===== src/rtl/i2c_slave_regif.sv =====
// I2C target that maps bus transfers onto an 8-bit-addressed local register file.
// It uses open-drain SDA (drive value fixed at 0) and glitch-filtered SCL/SDA inputs.
module i2c_slave_regif #(
  parameter logic [6:0]  DEV_ADDR = 7'h3C,
  parameter int unsigned FILT_LEN = 4
) (
  input  logic       clk,
  input  logic       rst,
  input  logic       i2c_scl,
  input  logic       i2c_sda_i,
  output logic       i2c_sda_o,
  output logic       i2c_sda_oe,
  output logic       wr_en,
  output logic [7:0] wr_addr,
  output logic [7:0] wr_data,
  output logic       rd_req,
  output logic [7:0] rd_addr,
  input  logic [7:0] rd_data,
  output logic       busy
);

  localparam int unsigned CntW = (FILT_LEN > 1) ? $clog2(FILT_LEN) : 1;
  localparam logic [CntW-1:0] CntMax = CntW'(FILT_LEN - 1);

  typedef enum logic [3:0] {
    StIdle, StAddr, StAddrAck, StReg, StRegAck,
    StWdata, StWdataAck, StRdata, StRdataAck, StWait
  } state_e;

  logic [1:0]      scl_sync_q, sda_sync_q;
  logic            scl_filt_q, sda_filt_q, scl_prev_q, sda_prev_q;
  logic [CntW-1:0] scl_cnt_q, sda_cnt_q;

  // A filtered level only follows the synchronised line after FILT_LEN differing samples.
  always_ff @(posedge clk or posedge rst) begin
    if (rst) begin
      scl_sync_q <= 2'b11;
      sda_sync_q <= 2'b11;
      scl_filt_q <= 1'b1;
      sda_filt_q <= 1'b1;
      scl_prev_q <= 1'b1;
      sda_prev_q <= 1'b1;
      scl_cnt_q  <= '0;
      sda_cnt_q  <= '0;
    end else begin
      scl_sync_q <= {scl_sync_q[0], i2c_scl};
      sda_sync_q <= {sda_sync_q[0], i2c_sda_i};
      scl_prev_q <= scl_filt_q;
      sda_prev_q <= sda_filt_q;
      if (scl_sync_q[1] == scl_filt_q) begin
        scl_cnt_q <= '0;
      end else if (scl_cnt_q == CntMax) begin
        scl_filt_q <= scl_sync_q[1];
        scl_cnt_q  <= '0;
      end else begin
        scl_cnt_q <= scl_cnt_q + 1'b1;
      end
      if (sda_sync_q[1] == sda_filt_q) begin
        sda_cnt_q <= '0;
      end else if (sda_cnt_q == CntMax) begin
        sda_filt_q <= sda_sync_q[1];
        sda_cnt_q  <= '0;
      end else begin
        sda_cnt_q <= sda_cnt_q + 1'b1;
      end
    end
  end

  logic scl_rise, scl_fall, start_det, stop_det;
  assign scl_rise  = scl_filt_q & ~scl_prev_q;
  assign scl_fall  = ~scl_filt_q & scl_prev_q;
  assign start_det = scl_filt_q & scl_prev_q & sda_prev_q & ~sda_filt_q;
  assign stop_det  = scl_filt_q & scl_prev_q & ~sda_prev_q & sda_filt_q;

  state_e     state_q, state_d;
  logic [3:0] bit_cnt_q, bit_cnt_d;
  logic [7:0] shift_q, shift_d;
  logic [7:0] ptr_q, ptr_d;
  logic       oe_q, oe_d;
  logic       rw_q, rw_d;
  logic       mack_q, mack_d;
  logic       busy_q, busy_d;
  logic       rd_pend_q, rd_pend_d;
  logic       drive_pend_q, drive_pend_d;
  logic       wr_en_q, wr_en_d;
  logic [7:0] wr_addr_q, wr_addr_d;
  logic [7:0] wr_data_q, wr_data_d;
  logic       rd_req_q, rd_req_d;
  logic [7:0] rd_addr_q, rd_addr_d;

  always_ff @(posedge clk or posedge rst) begin
    if (rst) begin
      state_q      <= StIdle;
      bit_cnt_q    <= '0;
      shift_q      <= '0;
      ptr_q        <= '0;
      oe_q         <= 1'b0;
      rw_q         <= 1'b0;
      mack_q       <= 1'b1;
      busy_q       <= 1'b0;
      rd_pend_q    <= 1'b0;
      drive_pend_q <= 1'b0;
      wr_en_q      <= 1'b0;
      wr_addr_q    <= '0;
      wr_data_q    <= '0;
      rd_req_q     <= 1'b0;
      rd_addr_q    <= '0;
    end else begin
      state_q      <= state_d;
      bit_cnt_q    <= bit_cnt_d;
      shift_q      <= shift_d;
      ptr_q        <= ptr_d;
      oe_q         <= oe_d;
      rw_q         <= rw_d;
      mack_q       <= mack_d;
      busy_q       <= busy_d;
      rd_pend_q    <= rd_pend_d;
      drive_pend_q <= drive_pend_d;
      wr_en_q      <= wr_en_d;
      wr_addr_q    <= wr_addr_d;
      wr_data_q    <= wr_data_d;
      rd_req_q     <= rd_req_d;
      rd_addr_q    <= rd_addr_d;
    end
  end

  always_comb begin
    state_d      = state_q;
    bit_cnt_d    = bit_cnt_q;
    shift_d      = shift_q;
    ptr_d        = ptr_q;
    oe_d         = oe_q;
    rw_d         = rw_q;
    mack_d       = mack_q;
    busy_d       = busy_q;
    drive_pend_d = drive_pend_q;
    rd_pend_d    = rd_req_q;
    wr_en_d      = 1'b0;
    wr_addr_d    = wr_addr_q;
    wr_data_d    = wr_data_q;
    rd_req_d     = 1'b0;
    rd_addr_d    = rd_addr_q;

    // Read data lands one cycle after rd_req; on a follow-on byte bit 7 is driven from it at once.
    if (rd_pend_q) begin
      if (drive_pend_q && state_q == StRdata) begin
        shift_d      = {rd_data[6:0], 1'b0};
        oe_d         = ~rd_data[7];
        drive_pend_d = 1'b0;
      end else begin
        shift_d = rd_data;
      end
    end

    if (start_det) begin
      state_d      = StAddr;
      bit_cnt_d    = '0;
      oe_d         = 1'b0;
      busy_d       = 1'b1;
      drive_pend_d = 1'b0;
    end else if (stop_det) begin
      state_d      = StIdle;
      bit_cnt_d    = '0;
      oe_d         = 1'b0;
      busy_d       = 1'b0;
      drive_pend_d = 1'b0;
    end else begin
      case (state_q)
        StAddr, StReg, StWdata: begin
          if (scl_rise && bit_cnt_q != 4'd8) begin
            shift_d   = {shift_q[6:0], sda_filt_q};
            bit_cnt_d = bit_cnt_q + 4'd1;
          end else if (scl_fall && bit_cnt_q == 4'd8) begin
            bit_cnt_d = '0;
            if (state_q == StAddr) begin
              if (shift_q[7:1] == DEV_ADDR) begin
                state_d = StAddrAck;
                oe_d    = 1'b1;
                rw_d    = shift_q[0];
                if (shift_q[0]) begin
                  rd_req_d  = 1'b1;
                  rd_addr_d = ptr_q;
                end
              end else begin
                state_d = StWait;
                oe_d    = 1'b0;
              end
            end else if (state_q == StReg) begin
              ptr_d   = shift_q;
              oe_d    = 1'b1;
              state_d = StRegAck;
            end else begin
              wr_en_d   = 1'b1;
              wr_addr_d = ptr_q;
              wr_data_d = shift_q;
              oe_d      = 1'b1;
              state_d   = StWdataAck;
            end
          end
        end
        StAddrAck: begin
          if (scl_fall) begin
            if (rw_q) begin
              state_d   = StRdata;
              oe_d      = ~shift_q[7];
              shift_d   = {shift_q[6:0], 1'b0};
              bit_cnt_d = 4'd1;
            end else begin
              state_d   = StReg;
              oe_d      = 1'b0;
              bit_cnt_d = '0;
            end
          end
        end
        StRegAck: begin
          if (scl_fall) begin
            state_d   = StWdata;
            oe_d      = 1'b0;
            bit_cnt_d = '0;
          end
        end
        StWdataAck: begin
          if (scl_fall) begin
            state_d   = StWdata;
            oe_d      = 1'b0;
            ptr_d     = ptr_q + 8'd1;
            bit_cnt_d = '0;
          end
        end
        StRdata: begin
          if (scl_fall) begin
            if (bit_cnt_q == 4'd8) begin
              state_d = StRdataAck;
              oe_d    = 1'b0;
            end else begin
              oe_d      = ~shift_q[7];
              shift_d   = {shift_q[6:0], 1'b0};
              bit_cnt_d = bit_cnt_q + 4'd1;
            end
          end
        end
        StRdataAck: begin
          if (scl_rise) begin
            mack_d = sda_filt_q;
          end else if (scl_fall) begin
            if (!mack_q) begin
              state_d      = StRdata;
              ptr_d        = ptr_q + 8'd1;
              rd_req_d     = 1'b1;
              rd_addr_d    = ptr_q + 8'd1;
              drive_pend_d = 1'b1;
              bit_cnt_d    = 4'd1;
            end else begin
              state_d = StWait;
              oe_d    = 1'b0;
            end
          end
        end
        default: ;
      endcase
    end
  end

  assign i2c_sda_o  = 1'b0;
  assign i2c_sda_oe = oe_q;
  assign wr_en      = wr_en_q;
  assign wr_addr    = wr_addr_q;
  assign wr_data    = wr_data_q;
  assign rd_req     = rd_req_q;
  assign rd_addr    = rd_addr_q;
  assign busy       = busy_q;

endmodule


===== config.mk =====
export PLATFORM = sky130hd
export DESIGN_NAME = i2c_slave_regif
export DESIGN_NICKNAME = d
export VERILOG_FILES = /design/src/rtl/i2c_slave_regif.sv
export SDC_FILE = /design/constraint.sdc
export NUM_CORES = 1
export LEC_CHECK = 0
export BUFFER_PORTS_ARGS = -buffer_cell sky130_fd_sc_hd__buf_2
export CORE_ASPECT_RATIO = 1.75
export CORE_MARGIN = 8
export CORE_UTILIZATION = 40
export DETAILED_ROUTE_END_ITERATION = 10
export HOLD_SLACK_MARGIN = 0.08
export PLACE_DENSITY = 0.56
export SKIP_CTS_REPAIR_TIMING = 1
export SYNTH_ARGS = -nofsm -noshare
export SYNTH_HDL_FRONTEND = slang
export SYNTH_SLANG_ARGS = --single-unit

===== constraint.sdc =====
create_clock -name clk -period 2.3 [get_ports clk]
set_clock_uncertainty 0.05 [all_clocks]
set_input_delay 0.115 -clock clk [delete_from_list [all_inputs] [get_ports clk]]
set_output_delay 0.115 -clock clk [all_outputs]
set_load 0.02 [all_outputs]

Yosys cells after proc, flatten, opt, wreduce, memory -nomap -nowiden. Cells that the tools add are included.

Flip-flop bits (word level): 68. Input port bits: 12. Output and inout bits: 29. Word-level logic and storage cells: 205.

Add/sub/neg operators: 4. Eq/ne operators: 37. Multiplexer cells: 103. Bitwise logic cells: 20. Reductions and logical operators: 18.

Operator list (number): 8-bit 2-to-1 mux (22); 4-bit 2-to-1 mux (24); 8-bit case mux with 3 select lines (2); 1-bit 2-to-1 mux (44); 4-bit case mux with 5 select lines (2); 4-bit inequality test, second input constant (9); 2-bit inequality test, second input constant (11); 11-bit AND reduction (2); 9-bit AND reduction (2); 4-bit by 3-bit == test with 1-bit output, second input constant (4); 8-bit case mux with 2 select lines (1); 7-bit AND reduction (2); 1-bit NOT (13); 2-bit 2-to-1 mux (5); 8-bit by 1-bit adder with 8-bit output, second input constant (1); 4-bit by 2-bit == test with 1-bit output, second input constant (2); 4-bit == test, second input constant (2); 1-bit AND (7); 7-bit by 6-bit == test with 1-bit output, second input constant (1); 7-bit nonzero test (1); 5-bit inequality test, second input constant (1); 1-bit case mux with 5 select lines (1); 2-bit by 1-bit adder with 2-bit output, second input constant (2); 4-bit by 1-bit adder with 4-bit output, second input constant (1); other kinds (14) (20).

Depth between registers and ports, before layout. Gate-level depths: netlist of the first run.

Depth after elaboration: 10. Depth in mapped cells: 8. Mapped depth without buffers: 7.

Worst setup path after synthesis of the first run. OpenSTA, ideal clock, no wires.

Path type: register to register. Start: reg scl_filt_q. End: reg shift_q[1]. Arrival time: 1.767 ns. Data required time: 2.122 ns. Path slack: 0.355 ns. Stages on the path, launching flop included: 7. Period minus slack after synthesis: 1.945 ns. Cell sequence: dfstp_2 -> buf_2 -> and2b_2 -> a21oi_1 -> nor2_1 -> o221ai_4 -> mux2_1.

Cells in the longest elaborated chain, start to end: 6. Elaborated cells on any way between the ends: 15.

Ends and longest elaborated chain: from (decl) (line 31) `logic scl_filt_q, sda_filt_q, scl_prev_q, sda_prev_q;`; from (signal assigned) (line 53) `scl_filt_q <= scl_sync_q[1];`; 1-bit AND / 1-bit NOT (equally long branches) (line 70, 71); 1-bit logical AND / 1-bit AND (equally long branches) (line 170, 71); 8-bit 2-to-1 mux, on equally long branches (line 170, 202, 231); 8-bit case mux with 3 select lines (line 168) `case (state_q)`; 8-bit 2-to-1 mux (line 161) `end else if (stop_det) begin`; 8-bit 2-to-1 mux * (line 155) `if (start_det) begin`; net shift_d[1] (line 77) `logic [7:0] shift_q, shift_d;`; to (signal assigned) (line 111) `shift_q <= shift_d;`; to (decl) (line 77).

Mark *: on every way through the listed nets, which the timed path passes. The rest lies on a longest branch. A chain may end at the register's enable or synchronous reset.

Worst setup path after layout of the first run.
Start: reg state_q[0]. End: reg state_q[1].

Cells in the longest elaborated chain, start to end: 8. Elaborated cells on any way between the ends: 27.

Ends and longest elaborated chain: from (decl) (line 75) `state_e state_q, state_d;`; from (signal assigned) (line 93) `state_q <= StIdle;`; from (signal assigned) (line 109) `state_q <= state_d;`; 4-bit by 2-bit == test with 1-bit output (line 168, 188); 2-bit 2-to-1 mux (line 188) `end else if (state_q == StReg) begin`; 4-bit 2-to-1 mux (line 175) `if (state_q == StAddr) begin`; 4-bit 2-to-1 mux (line 173) `end else if (scl_fall && bit_cnt_q == 4'd8) begin`; 4-bit 2-to-1 mux (line 170) `if (scl_rise && bit_cnt_q != 4'd8) begin`; 4-bit case mux with 5 select lines (line 168); 4-bit 2-to-1 mux (line 161); 4-bit 2-to-1 mux (line 155).

Parallel ways exist; a longest one is shown, timed or not. The select of a mux whose other input is x is not followed.

==> reports/results.env, run 1 <==
REGTOREGENDPOINT='state_q[1]'
DOMINANTREGCELLSYNTH='sky130_fd_sc_hd__dfrtp_1'
CELL_TYPE_WITH_THE_HIGHEST_AGGREGATE_AREA_IN_THE_NETLIST='sky130_fd_sc_hd__dfrtp_1'
CLK_ROOT_BUFFER_CELL='sky130_fd_sc_hd__clkbuf_16'
GLOBAL_ROUTE.USAGE.TOTAL_PCT=15.7
HPWL_UM=6820
CHIPWIDTH_UM=89.4
NETLIST_AREA_UM2=3770
NETS=430
FINALCRITPERIODSHARE_PCT=93.2
POST_SYNTH.CELL_AREA_AVG_UM2=10.5
REQUIRED_NS=2.46
WORST_SLEW_PIN_SLEW_NS=0.718
LEADING_CELL_TYPES_BY_TOTAL_AREA_AFTER_SYNTHESIS='sky130_fd_sc_hd__dfrtp_1 39%, sky130_fd_sc_hd__dfstp_2 6.3%, sky130_fd_sc_hd__mux2_2 5.1%'
POWER.TOTAL_mW=5.48
ROUTE.DETAILED.WL_PER_INST_UM=16.9
SYN2LAYOUT_AREA_GROWTH_PCT=19.1
IO_BUFFER_COUNT=39
SYNTH_ENABLE_FLOP_CELLS=0
MIN_FROM='rd_data[0]'
TOTAL_COUNT_OF_HOLD_CHECK_FAILURES_IN_THE_FINAL_REPORT=0
WL_UM=9140
YOSYSSEQAREASHARE_PCT=45.4
CTS_INSERTED_BUFFERS=9
MAX-CLOCK-PATH-BUFFERS=2
MAXCLOCKFREQUENCY_MHz=467
P_LEAK_nW=2.17
GRT_MAX_DEGREE=69
STARTING_DENSITY_OF_THE_CORE_PCT=40.4
GP_ROUTABILITY_CONGESTION=0.886
ANTENNA_VIOLATING_NETS_POST_ROUTE=0
MAXIMUM_FANOUT_ALONG_THE_WORST_PATH=15
MIN_DELAY_PATH_DEPTH=4
GRT_FIRST_PASS_WIRELENGTH_UM=15000
RRSETUPSLACK_NS=0.16
DRC_VIOLS=0
H-TREE-DEPTH=3
WORSTREGTOREGCELLS=4
SOURCE_TO_SINK_CLOCK_DELAY_AT_THE_LATER_PIN_OF_THE_WORST_SKEW_PAIR_NS=0.34
YS.WARNINGS.COUNT=0
CHIPHEIGHT_UM=144
RESULT_OF_THE_RUN='complete, no violations'
WORSTHOLDENDPOINT='shift_q[0]'
DRIVE_GT1_SHARE_PCT=30.4
TIMING.FINAL.SETUP_VIOLATIONS=0
GRT_ANTENNA_BEFORE_REPAIR=0
CLOCK-SINKS=68
ANTENNA-DIODE-COUNT=0
SETUP-TNS-FINAL_NS=0
FIRST_GLOBAL_VIAS=2933
YOSYS.AREA.TOP_TYPE_SHARE_PCT=39.1
CP-END-KIND='flop'
DRT-INITIAL-DRC-COUNT=77
COUNT_OF_MAXIMUM_CAPACITANCE_VIOLATIONS=0
SETUP.WORST_PATH.CLASS='reg -> reg'
PEAK_SUPPLY_DROP_mV=0.706
TOTAL_CONGESTION_OVERFLOW=0
SYNTH-ASYNC-RESET-RATIO_PCT=100
DRTPASS1ITERATIONS=4
COREAREA_UM2=9350
POST_SYNTH_INST_COUNT=360
POST_SYNTH_NUM_CELL_TYPES=73
WORST_EP_ARRIVAL_TIME_NS=2.30
FLIP_FLOP_AND_LATCH_COUNT_AFTER_SYNTHESIS=68
DIE-AREA_UM2=12900
TIMING.RR.START='state_q[0]'
VIA_PER_INST=5.30
STARTPOINT_TYPE='flop'
GRT_SETUP_UNREPAIRED='no'
HOLDCRITPATHCLASS='in -> reg'
CTS.CLK_SLEW.WORST_PATHS_NS=0.06
WORST_MAX_SLEW_MARGIN_EXPRESSED_RELATIVE_TO_THE_LIMIT_PCT=52.2
DESIGN.PORTCOUNT=41
SYNTH_NETS=377
CTS_TREE='yes'
PLACEMENTROWS=47
FINALWORSTPATHREQUIREDPERIOD_NS=2.14
FINAL-MAX-SLEW-VIOLATION-COUNT=0
TOTAL_VIA_COUNT_AFTER_DETAILED_ROUTING=2863
POWER-PER-CELL-AREA_nW_PER_UM2=1220
critical path: stages (launching register included):
cell and delay, ns:
sky130_fd_sc_hd__dfrtp_1 0.63, sky130_fd_sc_hd__buf_4 0.22, sky130_fd_sc_hd__mux2_2 0.34, sky130_fd_sc_hd__o311a_1 0.39, sky130_fd_sc_hd__o41ai_2 0.38
worst max-delay path by stage:
stage / slack [ns] / to / startpoint
6_report: 0.16 / state_q[1] / state_q[0]
5_1_grt: 0.01 / bit_cnt_q[2] / state_q[2]
4_1_cts: 0.04 / state_q[1] / state_q[0]
3_5_place_dp: 0.07 / state_q[1] / state_q[0]
3_3_place_gp: 0.12 / state_q[1] / state_q[0]
2_1_floorplan: 0.36 / shift_q[1] / scl_filt_q
cell families (layout without fill, tap and decap cells):
family / Yosys count / after routing / share of synthesized area, %
compound gates: 88 / 88 / 16.8
simple gates: 117 / 117 / 17.8
xor+xnor: 10 / 10 / 2.32
fa+ha+maj: 6 / 6 / 1.92
buf+inv: 32 / 90 / 4.81
mux: 38 / 38 / 10.8
flops: 68 / 68 / 45.4
other cells: 1 / 1 / 0.0994
registers in the layout (all words and copies together), names as in the netlist, 2 cells and up:
name        count
shift_q         8
wr_data         8
sda_cnt_q       2
bit_cnt_q       4
wr_addr         8
state_q         4
sda_sync_q      2
rd_addr         8
scl_sync_q      2
scl_cnt_q       2
ptr_q           8
metal layers:
metal | vias up | GRT usage [%] | wire [um]
met5 | - | 0 | 0
met4 | 0 | 8.73 | 299
met3 | 21 | 3.53 | 293
met2 | 42 | 28.3 | 5120
met1 | 1395 | 15.8 | 3430
li1 | 1405 | - | -
layout make-up:
type / instances / area [um^2]
clock buffers: 12 / 256
clock inverters: 4 / 47.5
fillers: 871 / 4860
inverters: 11 / 41.3
multi-input cells: 260 / 1890
flip-flops and latches: 68 / 1710
well taps: 122 / 153
repair buffers: 63 / 395
through the flow:
step	util, %	cells	hold WS [ns]	cell area, um^2	setup WS, ns
final	48.1	540	0.129	4490	0.157
after detailed placement	44.4	521	0.172	4150	0.0719
after global placement	44.4	521	0.171	4150	0.124
after global routing	48.1	540	0.150	4490	0.0122
after floorplan	-	360	0.0695	3770	0.355
after CTS	47.7	537	-0.193	4460	0.0409
layout by cell type (no fill, tap or decap), types with 5 or more instances in the layout:
cell type                   Yosys  routed
sky130_fd_sc_hd__o21ai_1        8       8
sky130_fd_sc_hd__nor3_1        10      10
sky130_fd_sc_hd__clkbuf_16      0       9
sky130_fd_sc_hd__mux2i_1       15      15
sky130_fd_sc_hd__nand2_1       36      36
sky130_fd_sc_hd__buf_2          7      39
sky130_fd_sc_hd__mux2_2        17      17
sky130_fd_sc_hd__dfrtp_1       59      59
sky130_fd_sc_hd__a21oi_1       22      22
sky130_fd_sc_hd__a22oi_1        5       5
sky130_fd_sc_hd__inv_1         11      10
sky130_fd_sc_hd__o21ai_0       14      14
sky130_fd_sc_hd__xnor2_1        6       6
sky130_fd_sc_hd__nor2b_1        6       6
sky130_fd_sc_hd__nand3_1        8       8
sky130_fd_sc_hd__buf_4          6      20
sky130_fd_sc_hd__mux2_1         6       6
sky130_fd_sc_hd__dfstp_2        9       9
sky130_fd_sc_hd__nor2_1        18      18
sky130_fd_sc_hd__ha_1           5       5
Yosys cell counts (3+ instances only):
| master | n |
|---|---|
| sky130_fd_sc_hd__a21oi_1 | 22 |
| sky130_fd_sc_hd__a22o_1 | 3 |
| sky130_fd_sc_hd__a22oi_1 | 5 |
| sky130_fd_sc_hd__a31oi_1 | 3 |
| sky130_fd_sc_hd__and3_1 | 4 |
| sky130_fd_sc_hd__and4b_1 | 3 |
| sky130_fd_sc_hd__buf_2 | 7 |
| sky130_fd_sc_hd__buf_4 | 6 |
| sky130_fd_sc_hd__buf_6 | 4 |
| sky130_fd_sc_hd__clkbuf_1 | 4 |
| sky130_fd_sc_hd__dfrtp_1 | 59 |
| sky130_fd_sc_hd__dfstp_2 | 9 |
| sky130_fd_sc_hd__ha_1 | 5 |
| sky130_fd_sc_hd__inv_1 | 11 |
| sky130_fd_sc_hd__mux2_1 | 6 |
| sky130_fd_sc_hd__mux2_2 | 17 |
| sky130_fd_sc_hd__mux2i_1 | 15 |
| sky130_fd_sc_hd__nand2_1 | 36 |
| sky130_fd_sc_hd__nand2_2 | 3 |
| sky130_fd_sc_hd__nand2b_1 | 4 |
| sky130_fd_sc_hd__nand3_1 | 8 |
| sky130_fd_sc_hd__nand4_1 | 3 |
| sky130_fd_sc_hd__nor2_1 | 18 |
| sky130_fd_sc_hd__nor2b_1 | 6 |
| sky130_fd_sc_hd__nor3_1 | 10 |
| sky130_fd_sc_hd__nor3_2 | 3 |
| sky130_fd_sc_hd__o211ai_1 | 4 |
| sky130_fd_sc_hd__o21ai_0 | 14 |
| sky130_fd_sc_hd__o21ai_1 | 8 |
| sky130_fd_sc_hd__xnor2_1 | 6 |
| sky130_fd_sc_hd__xor2_1 | 4 |
report_power, final:
part           internal [mW]  switching [mW]
Sequential              1.51           0.404
Combinational          0.976            1.19
Clock                  0.894           0.507
Total                   3.38            2.10
No activity file was read; power rests on OpenSTA's default activity.
==> inputs of run 2 (changes only) <==
--- a/config.mk
+++ b/config.mk
@@ -8,10 +8,11 @@
 export BUFFER_PORTS_ARGS = -buffer_cell sky130_fd_sc_hd__buf_2
 export CORE_ASPECT_RATIO = 1.75
 export CORE_MARGIN = 8
-export CORE_UTILIZATION = 40
+export CORE_UTILIZATION = 50
 export DETAILED_ROUTE_END_ITERATION = 10
 export HOLD_SLACK_MARGIN = 0.08
-export PLACE_DENSITY = 0.56
+export PLACE_DENSITY = 0.68
+export SETUP_SLACK_MARGIN = 0.2
 export SKIP_CTS_REPAIR_TIMING = 1
 export SYNTH_ARGS = -nofsm -noshare
 export SYNTH_HDL_FRONTEND = slang
==> reports/results.env, run 2 (synthesis gave the netlist of run 1 again) <==
CHIPHEIGHT_UM=131  # was 144 um
FINALWORSTPATHREQUIREDPERIOD_NS=2.07  # was 2.14 ns
FINALCRITPERIODSHARE_PCT=90.1  # was 93.2%
DIE-AREA_UM2=10700  # was 12900 um^2
CLOCK-SINKS=68  # unchanged
WORST-PATH-BUF-INV=1  # unchanged
MAXCLOCKFREQUENCY_MHz=482  # was 467 MHz
FINISH.UTILIZATION_PCT=60.4  # was 48.1%
HOLD-WORST-SLACK_NS=0.143  # was 0.129 ns
TOTAL_VIA_COUNT_AFTER_DETAILED_ROUTING=2945  # was 2863
STARTPOINT_TYPE='flop'  # unchanged
LAYOUT_COMMON_CELLS='56 x sky130_fd_sc_hd__dfrtp_1, 39 x sky130_fd_sc_hd__buf_2, 35 x sky130_fd_sc_hd__nand2_1'  # was 59 x sky130_fd_sc_hd__dfrtp_1, 39 x sky130_fd_sc_hd__buf_2, 36 x sky130_fd_sc_hd__nand2_1
GRT_ANTENNA_BEFORE_REPAIR=0  # unchanged
H-TREE-DEPTH=3  # unchanged
RRSETUPSLACK_NS=0.23  # was 0.16 ns
FIRST_GLOBAL_VIAS=2880  # was 2933
GLOBAL_ROUTE.USAGE.TOTAL_PCT=17.6  # was 15.7%
DRTPASS1ITERATIONS=4  # unchanged
SYN2LAYOUT_AREA_GROWTH_PCT=19.4  # was 19.1%
TOTAL_CONGESTION_OVERFLOW=0  # unchanged
PLACEMENTROWS=42  # was 47
WORST_PATH_LARGEST_CELL_DELAY_NS=0.41  # was 0.63 ns
MAX-CLOCK-PATH-BUFFERS=2  # unchanged
DESIGN.PORTCOUNT=41  # unchanged
REQUIRED_NS=2.46  # about the same
LAYOUT_COMMONEST_CELL='sky130_fd_sc_hd__dfrtp_1'  # unchanged
FINAL-MAX-SLEW-VIOLATION-COUNT=0  # unchanged
SETUP.WORST_PATH.CLASS='reg -> reg'  # unchanged
ANTENNA-DIODE-COUNT=0  # unchanged
SETUP-TNS-FINAL_NS=0  # unchanged
DRIVE_GT1_SHARE_PCT=32.1  # was 30.4%
HPWL_UM=6630  # was 6820 um
CLK_ROOT_BUFFER_CELL='sky130_fd_sc_hd__clkbuf_16'  # unchanged
GP_ROUTABILITY_CONGESTION=0.896  # was 0.886
REGTOREGENDPOINT='shift_q[4]'  # was state_q[1]
CHIPWIDTH_UM=81.7  # was 89.4 um
ROUTE.DETAILED.WL_PER_INST_UM=17.9  # was 16.9 um
STARTING_DENSITY_OF_THE_CORE_PCT=50.6  # was 40.4%
MAXIMUM_FANOUT_ALONG_THE_WORST_PATH=8  # was 15
CPMAXSTAGEDELAYCELL='sky130_fd_sc_hd__dfrtp_1'  # unchanged
WORST_SLEW_PIN_SLEW_NS=0.567  # was 0.718 ns
WL_UM=9110  # was 9140 um
CP-END-KIND='flop'  # unchanged
MIN_DELAY_PATH_DEPTH=4  # unchanged
COUNT_OF_MAXIMUM_CAPACITANCE_VIOLATIONS=0  # unchanged
CTS_TREE='yes'  # unchanged
VIA_PER_INST=5.80  # was 5.30
WORST_EP_ARRIVAL_TIME_NS=2.24  # was 2.30 ns
DRT-INITIAL-DRC-COUNT=214  # was 77
ANTENNA_VIOLATING_NETS_POST_ROUTE=0  # unchanged
HOLDCRITPATHCLASS='in -> reg'  # unchanged
COREAREA_UM2=7460  # was 9350 um^2
NETS=434  # was 430
IO_BUFFER_COUNT=39  # unchanged
POWER-PER-CELL-AREA_nW_PER_UM2=1230  # was 1220 nW/um^2
P_LEAK_nW=2.18  # was 2.17 nW
WORSTHOLDENDPOINT='shift_q[6]'  # was shift_q[0]
TIMING.FINAL.SETUP_VIOLATIONS=0  # unchanged
GRT_SETUP_UNREPAIRED='yes'  # was no
CP_TOP_FAMILY='simple AND/OR/NAND/NOR gates'  # was compound AO/OA/AOI/OAI gates
DRC_VIOLS=0  # unchanged
WORST_MAX_SLEW_MARGIN_EXPRESSED_RELATIVE_TO_THE_LIMIT_PCT=62.2  # was 52.2%
PEAK_SUPPLY_DROP_mV=0.643  # was 0.706 mV
TOTAL_COUNT_OF_HOLD_CHECK_FAILURES_IN_THE_FINAL_REPORT=0  # unchanged
RESULT_OF_THE_RUN='complete, no violations'  # unchanged
CTS_INSERTED_BUFFERS=9  # unchanged
WORSTREGTOREGCELLS=6  # was 4
GRT_MAX_DEGREE=69  # unchanged
CRIT_CHAIN='inv_1 > ha_1 > and3b_1 > nor3_2 > o221ai_4 > mux2_1'  # was buf_4 > mux2_2 > o311a_1 > o41ai_2
SOURCE_TO_SINK_CLOCK_DELAY_AT_THE_LATER_PIN_OF_THE_WORST_SKEW_PAIR_NS=0.33  # was 0.34 ns
CTS.CLK_SLEW.WORST_PATHS_NS=0.05  # was 0.06 ns
TIMING.RR.START='bit_cnt_q[0]'  # was state_q[0]
GRT_FIRST_PASS_WIRELENGTH_UM=14200  # was 15000 um
MIN_FROM='rd_data[6]'  # was rd_data[0]
run 2: cell count changes in the layout (fill, tap and decap cells not counted), sizes merged:
cell | previous run | this run
buf | 60 | 64
clkinv | 2 | 1
clkinvlp | 1 | 0
run 2: cell type report:
class,count,area (um^2)
Fill cell,642,2960
Multi-Input combinational cell,260,1900
Sequential cell,68,1720
Timing Repair Buffer,67,442
Clock buffer,12,256
Tap cell,88,110
Inverter,11,41.3
Clock inverter,2,35.0
run 2: worst reg2reg max path, stage by stage, from the launching register on:
cell,delay (ns)
sky130_fd_sc_hd__dfrtp_1,0.41
sky130_fd_sc_hd__inv_1,0.06
sky130_fd_sc_hd__ha_1,0.24
sky130_fd_sc_hd__and3b_1,0.23
sky130_fd_sc_hd__nor3_2,0.35
sky130_fd_sc_hd__o221ai_4,0.24
sky130_fd_sc_hd__mux2_1,0.37
run 2: worst max-delay path by stage:
stage,startpoint,end,slack (ns),cells past startpoint
after floorplan,scl_filt_q,shift_q[1],0.36,6
after global placement,state_q[1],rd_addr[4],0.19,4
after detailed placement,state_q[1],bit_cnt_q[2],0.14,5
after CTS,state_q[1],bit_cnt_q[2],0.12,5
after global routing,bit_cnt_q[0],shift_q[1],0.13,6
final,bit_cnt_q[0],shift_q[4],0.23,6
run 2: report_power, final:
part	total [mW]	switching (mW)	internal [mW]
Combinational	2.26	1.23	1.03
Sequential	1.92	0.398	1.52
Clock	1.36	0.476	0.883
Total	5.54	2.11	3.43
run 2: per-layer routing:
layer,track usage [%],wire length (um),share of wire [%],up-vias
li1,-,-,-,1417
met1,17.4,3240,36,1426
met2,31.6,5070,56,70
met3,4.04,353,3.9,32
met4,11.5,449,4.9,0
met5,0,0,0,-
run 2: through the flow:
stage               instance area [um^2]  setup slack (ns)  instances  total power, mW
floorplan                           3770             0.355        360             3.49
global placement                    4090             0.191        485             3.98
detailed placement                  4090             0.135        485             4.03
CTS                                 4390             0.115        499             5.42
global route                        4500             0.131        508             5.87
finish                              4500             0.227        508             5.54
==> inputs of run 3 (changes only) <==
--- a/config.mk
+++ b/config.mk
@@ -12,6 +12,7 @@
 export DETAILED_ROUTE_END_ITERATION = 10
 export HOLD_SLACK_MARGIN = 0.08
 export PLACE_DENSITY = 0.68
+export REMOVE_ABC_BUFFERS = 1
 export SETUP_SLACK_MARGIN = 0.2
 export SKIP_CTS_REPAIR_TIMING = 1
 export SYNTH_ARGS = -nofsm -noshare
==> reports/results.env, run 3 (synthesis gave the netlist of run 1 again) <==
CHIPHEIGHT_UM=131  # unchanged
ANTENNA_VIOLATING_NETS_POST_ROUTE=0  # unchanged
MULTI_INPUT_LOGIC_AREA_UM2=1910  # was 1900 um^2
P_LEAK_nW=2.23  # was 2.18 nW
REGAREA_UM2=1710  # was 1720 um^2
TIMING.RR.START='state_q[3]'  # was bit_cnt_q[0]
VIA_PER_INST=5.84  # was 5.80
GP_ROUTABILITY_CONGESTION=0.899  # was 0.896
WORST_MAX_SLEW_MARGIN_EXPRESSED_RELATIVE_TO_THE_LIMIT_PCT=60.6  # was 62.2%
FINAL-MAX-SLEW-VIOLATION-COUNT=0  # unchanged
IO_BUFFER_COUNT=39  # unchanged
CRIT_PATH_START='state_q[3]'  # was bit_cnt_q[0]
H-TREE-DEPTH=3  # unchanged
NETS=440  # was 434
WL_UM=9230  # was 9110 um
REQUIRED_NS=2.47  # was 2.46 ns
POWER.SHARE.SEQUENTIAL_PCT=32.2  # was 34.6%
DRTPASS1ITERATIONS=4  # unchanged
HPWL_UM=7020  # was 6630 um
CTS.CLK_SLEW.WORST_PATHS_NS=0.06  # was 0.05 ns
LAYOUT_COMMONEST_CELL='sky130_fd_sc_hd__dfrtp_1'  # unchanged
MAXIMUM_FANOUT_ALONG_THE_WORST_PATH=8  # unchanged
PLACEMENTROWS=42  # unchanged
POWER.SHARE.CLOCK_PCT=25.1  # was 24.5%
COREAREA_UM2=7460  # unchanged
COUNT_OF_MAXIMUM_CAPACITANCE_VIOLATIONS=0  # unchanged
POWER.TOTAL_mW=5.68  # was 5.54 mW
POWER-PER-CELL-AREA_nW_PER_UM2=1250  # was 1230 nW/um^2
DESIGN.PORTCOUNT=41  # unchanged
CRITICAL_PATH.ENDPOINT='bit_cnt_q[2]'  # was shift_q[4]
GLOBAL_ROUTE.USAGE.TOTAL_PCT=18.0  # was 17.6%
ANTENNA-DIODE-COUNT=0  # unchanged
TIMING.FINAL.SETUP_VIOLATIONS=0  # unchanged
CLK_ROOT_BUFFER_CELL='sky130_fd_sc_hd__clkbuf_16'  # unchanged
LAYOUTNONFILLERINSTCOUNT=516  # was 508
STARTPOINT_TYPE='flop'  # unchanged
FINALWORSTPATHREQUIREDPERIOD_NS=2.05  # was 2.07 ns
SHARE_OF_TOTAL_POWER_CONSUMED_BY_NET_SWITCHING_PCT=37.6  # was 38.0%
FINALCRITPERIODSHARE_PCT=89.0  # was 90.1%
LAYOUT_CELL_AREA_EXCL_FILL_UM2=4560  # was 4500 um^2
WORST_EP_ARRIVAL_TIME_NS=2.21  # was 2.24 ns
SOURCE_TO_SINK_CLOCK_DELAY_AT_THE_LATER_PIN_OF_THE_WORST_SKEW_PAIR_NS=0.33  # about the same
MAXCLOCKFREQUENCY_MHz=489  # was 482 MHz
LAYOUT_COMMON_CELLS='59 x sky130_fd_sc_hd__dfrtp_1, 39 x sky130_fd_sc_hd__buf_2, 36 x sky130_fd_sc_hd__nand2_1'  # was 56 x sky130_fd_sc_hd__dfrtp_1, 39 x sky130_fd_sc_hd__buf_2, 35 x sky130_fd_sc_hd__nand2_1
CTS_INSERTED_BUFFERS=9  # unchanged
PLACEDINSTANCEAREA_UM2=4160  # was 4090 um^2
TOTAL_VIA_COUNT_AFTER_DETAILED_ROUTING=3015  # was 2945
CLOCK-SINKS=68  # unchanged
GRT_ANTENNA_BEFORE_REPAIR=0  # unchanged
SETUP.WORST_PATH.CLASS='reg -> reg'  # unchanged
DRIVE_GT1_SHARE_PCT=33.2  # was 32.1%
RESULT_OF_THE_RUN='complete, no violations'  # unchanged
MAX-CLOCK-PATH-BUFFERS=2  # unchanged
GRT_SETUP_UNREPAIRED='no'  # was yes
CHIPWIDTH_UM=81.7  # unchanged
MIN_FROM='rd_data[0]'  # was rd_data[6]
P_INT_mW=3.55  # was 3.43 mW
LAYOUT.FILLER_CELLS=647  # was 642
GRT_MAX_DEGREE=27  # was 69
HOLDCRITPATHCLASS='in -> reg'  # unchanged
DETAILEDPLACE.WORSTSLACK_NS=0.264  # was 0.135 ns
CP-END-KIND='flop'  # unchanged
WORST_SLEW_PIN_SLEW_NS=0.591  # was 0.567 ns
FIRST_GLOBAL_VIAS=2979  # was 2880
GRT_FIRST_PASS_WIRELENGTH_UM=14500  # was 14200 um
CTS_TREE='yes'  # unchanged
SYN2LAYOUT_AREA_GROWTH_PCT=20.9  # was 19.4%
TOTAL_COUNT_OF_HOLD_CHECK_FAILURES_IN_THE_FINAL_REPORT=0  # unchanged
STARTING_DENSITY_OF_THE_CORE_PCT=50.6  # unchanged
DRC_VIOLS=0  # unchanged
ROUTE.DETAILED.WL_PER_INST_UM=17.9  # about the same
DRT-INITIAL-DRC-COUNT=139  # was 214
DIE-AREA_UM2=10700  # unchanged
TIMING.FINAL.WS_SETUP_NS=0.253  # was 0.227 ns
SETUP-TNS-FINAL_NS=0  # unchanged
PEAK_SUPPLY_DROP_mV=0.627  # was 0.643 mV
REGTOREGENDPOINT='bit_cnt_q[2]'  # was shift_q[4]
PLACED_CELLS=494  # was 485
TOTAL_CONGESTION_OVERFLOW=0  # unchanged
RRSETUPSLACK_NS=0.25  # was 0.23 ns
WORSTREGTOREGCELLS=6  # unchanged
POWER.NET_SWITCHING_mW=2.14  # was 2.11 mW
GATE_POWER_SHARE_PCT=42.6  # was 40.9%
## run 3: changes by cell type in the layout (fill, tap and decap cells not counted), moves of 2 or more
cell | before | now
sky130_fd_sc_hd__dfrtp_1 | 56 | 59
sky130_fd_sc_hd__mux2_4 | 0 | 2
sky130_fd_sc_hd__mux2_1 | 6 | 4
sky130_fd_sc_hd__dfrtp_2 | 3 | 0
sky130_fd_sc_hd__buf_4 | 22 | 30
## run 3: worst min-delay path by stage
stage	endpoint	cells past startpoint	slack, ns
global placement	scl_cnt_q[0]	2	0.12
global route	shift_q[0]	4	0.16
floorplan	scl_sync_q[0]	0	0.07
detailed placement	scl_cnt_q[0]	2	0.12
finish	shift_q[0]	4	0.13
CTS	wr_data[0]	2	-0.23
## run 3: cell type report
type                    count  area share [%]
clock buffers              13            5.93
inverters                  11           0.905
clock inverters             3           0.960
well taps                  88            2.41
flip-flops and latches     68            37.6
repair buffers             73            10.3
multi-input cells         260            41.9
## run 3: through the flow
| step | utilization (%) | hold slack (ns) |
|---|---|---|
| finish | 61.1 | 0.130 |
| global route | 61.1 | 0.156 |
| CTS | 60.0 | -0.231 |
| detailed placement | 55.8 | 0.123 |
| global placement | 55.8 | 0.120 |
| floorplan | - | 0.0695 |
## run 3: worst max-delay path: stages (launching register included)
cell	delay [ns]
sky130_fd_sc_hd__dfrtp_1	0.48
sky130_fd_sc_hd__buf_4	0.21
sky130_fd_sc_hd__o21a_1	0.12
sky130_fd_sc_hd__o311ai_1	0.47
sky130_fd_sc_hd__and2_1	0.24
sky130_fd_sc_hd__o211ai_1	0.09
sky130_fd_sc_hd__a32o_1	0.27
## run 3: power groups by stage
| stage | clock [mW] | combinational [mW] | sequential [mW] |
|---|---|---|---|
| after global routing | 1.50 | 2.65 | 1.87 |
| after floorplan | 0 | 1.45 | 1.92 |
| after global placement | 0 | 2.30 | 1.83 |
| after detailed placement | 0 | 2.32 | 1.84 |
| after CTS | 1.46 | 2.33 | 1.82 |
| final | 1.43 | 2.42 | 1.83 |
## run 3: metal layers
metal / routed length, um / track usage (%) / up-vias
met4: 293 / 10.3 / 0
met5: 0 / 0 / -
met3: 413 / 3.77 / 25
met2: 5160 / 32.9 / 79
li1: - / - / 1431
met1: 3370 / 17.9 / 1480
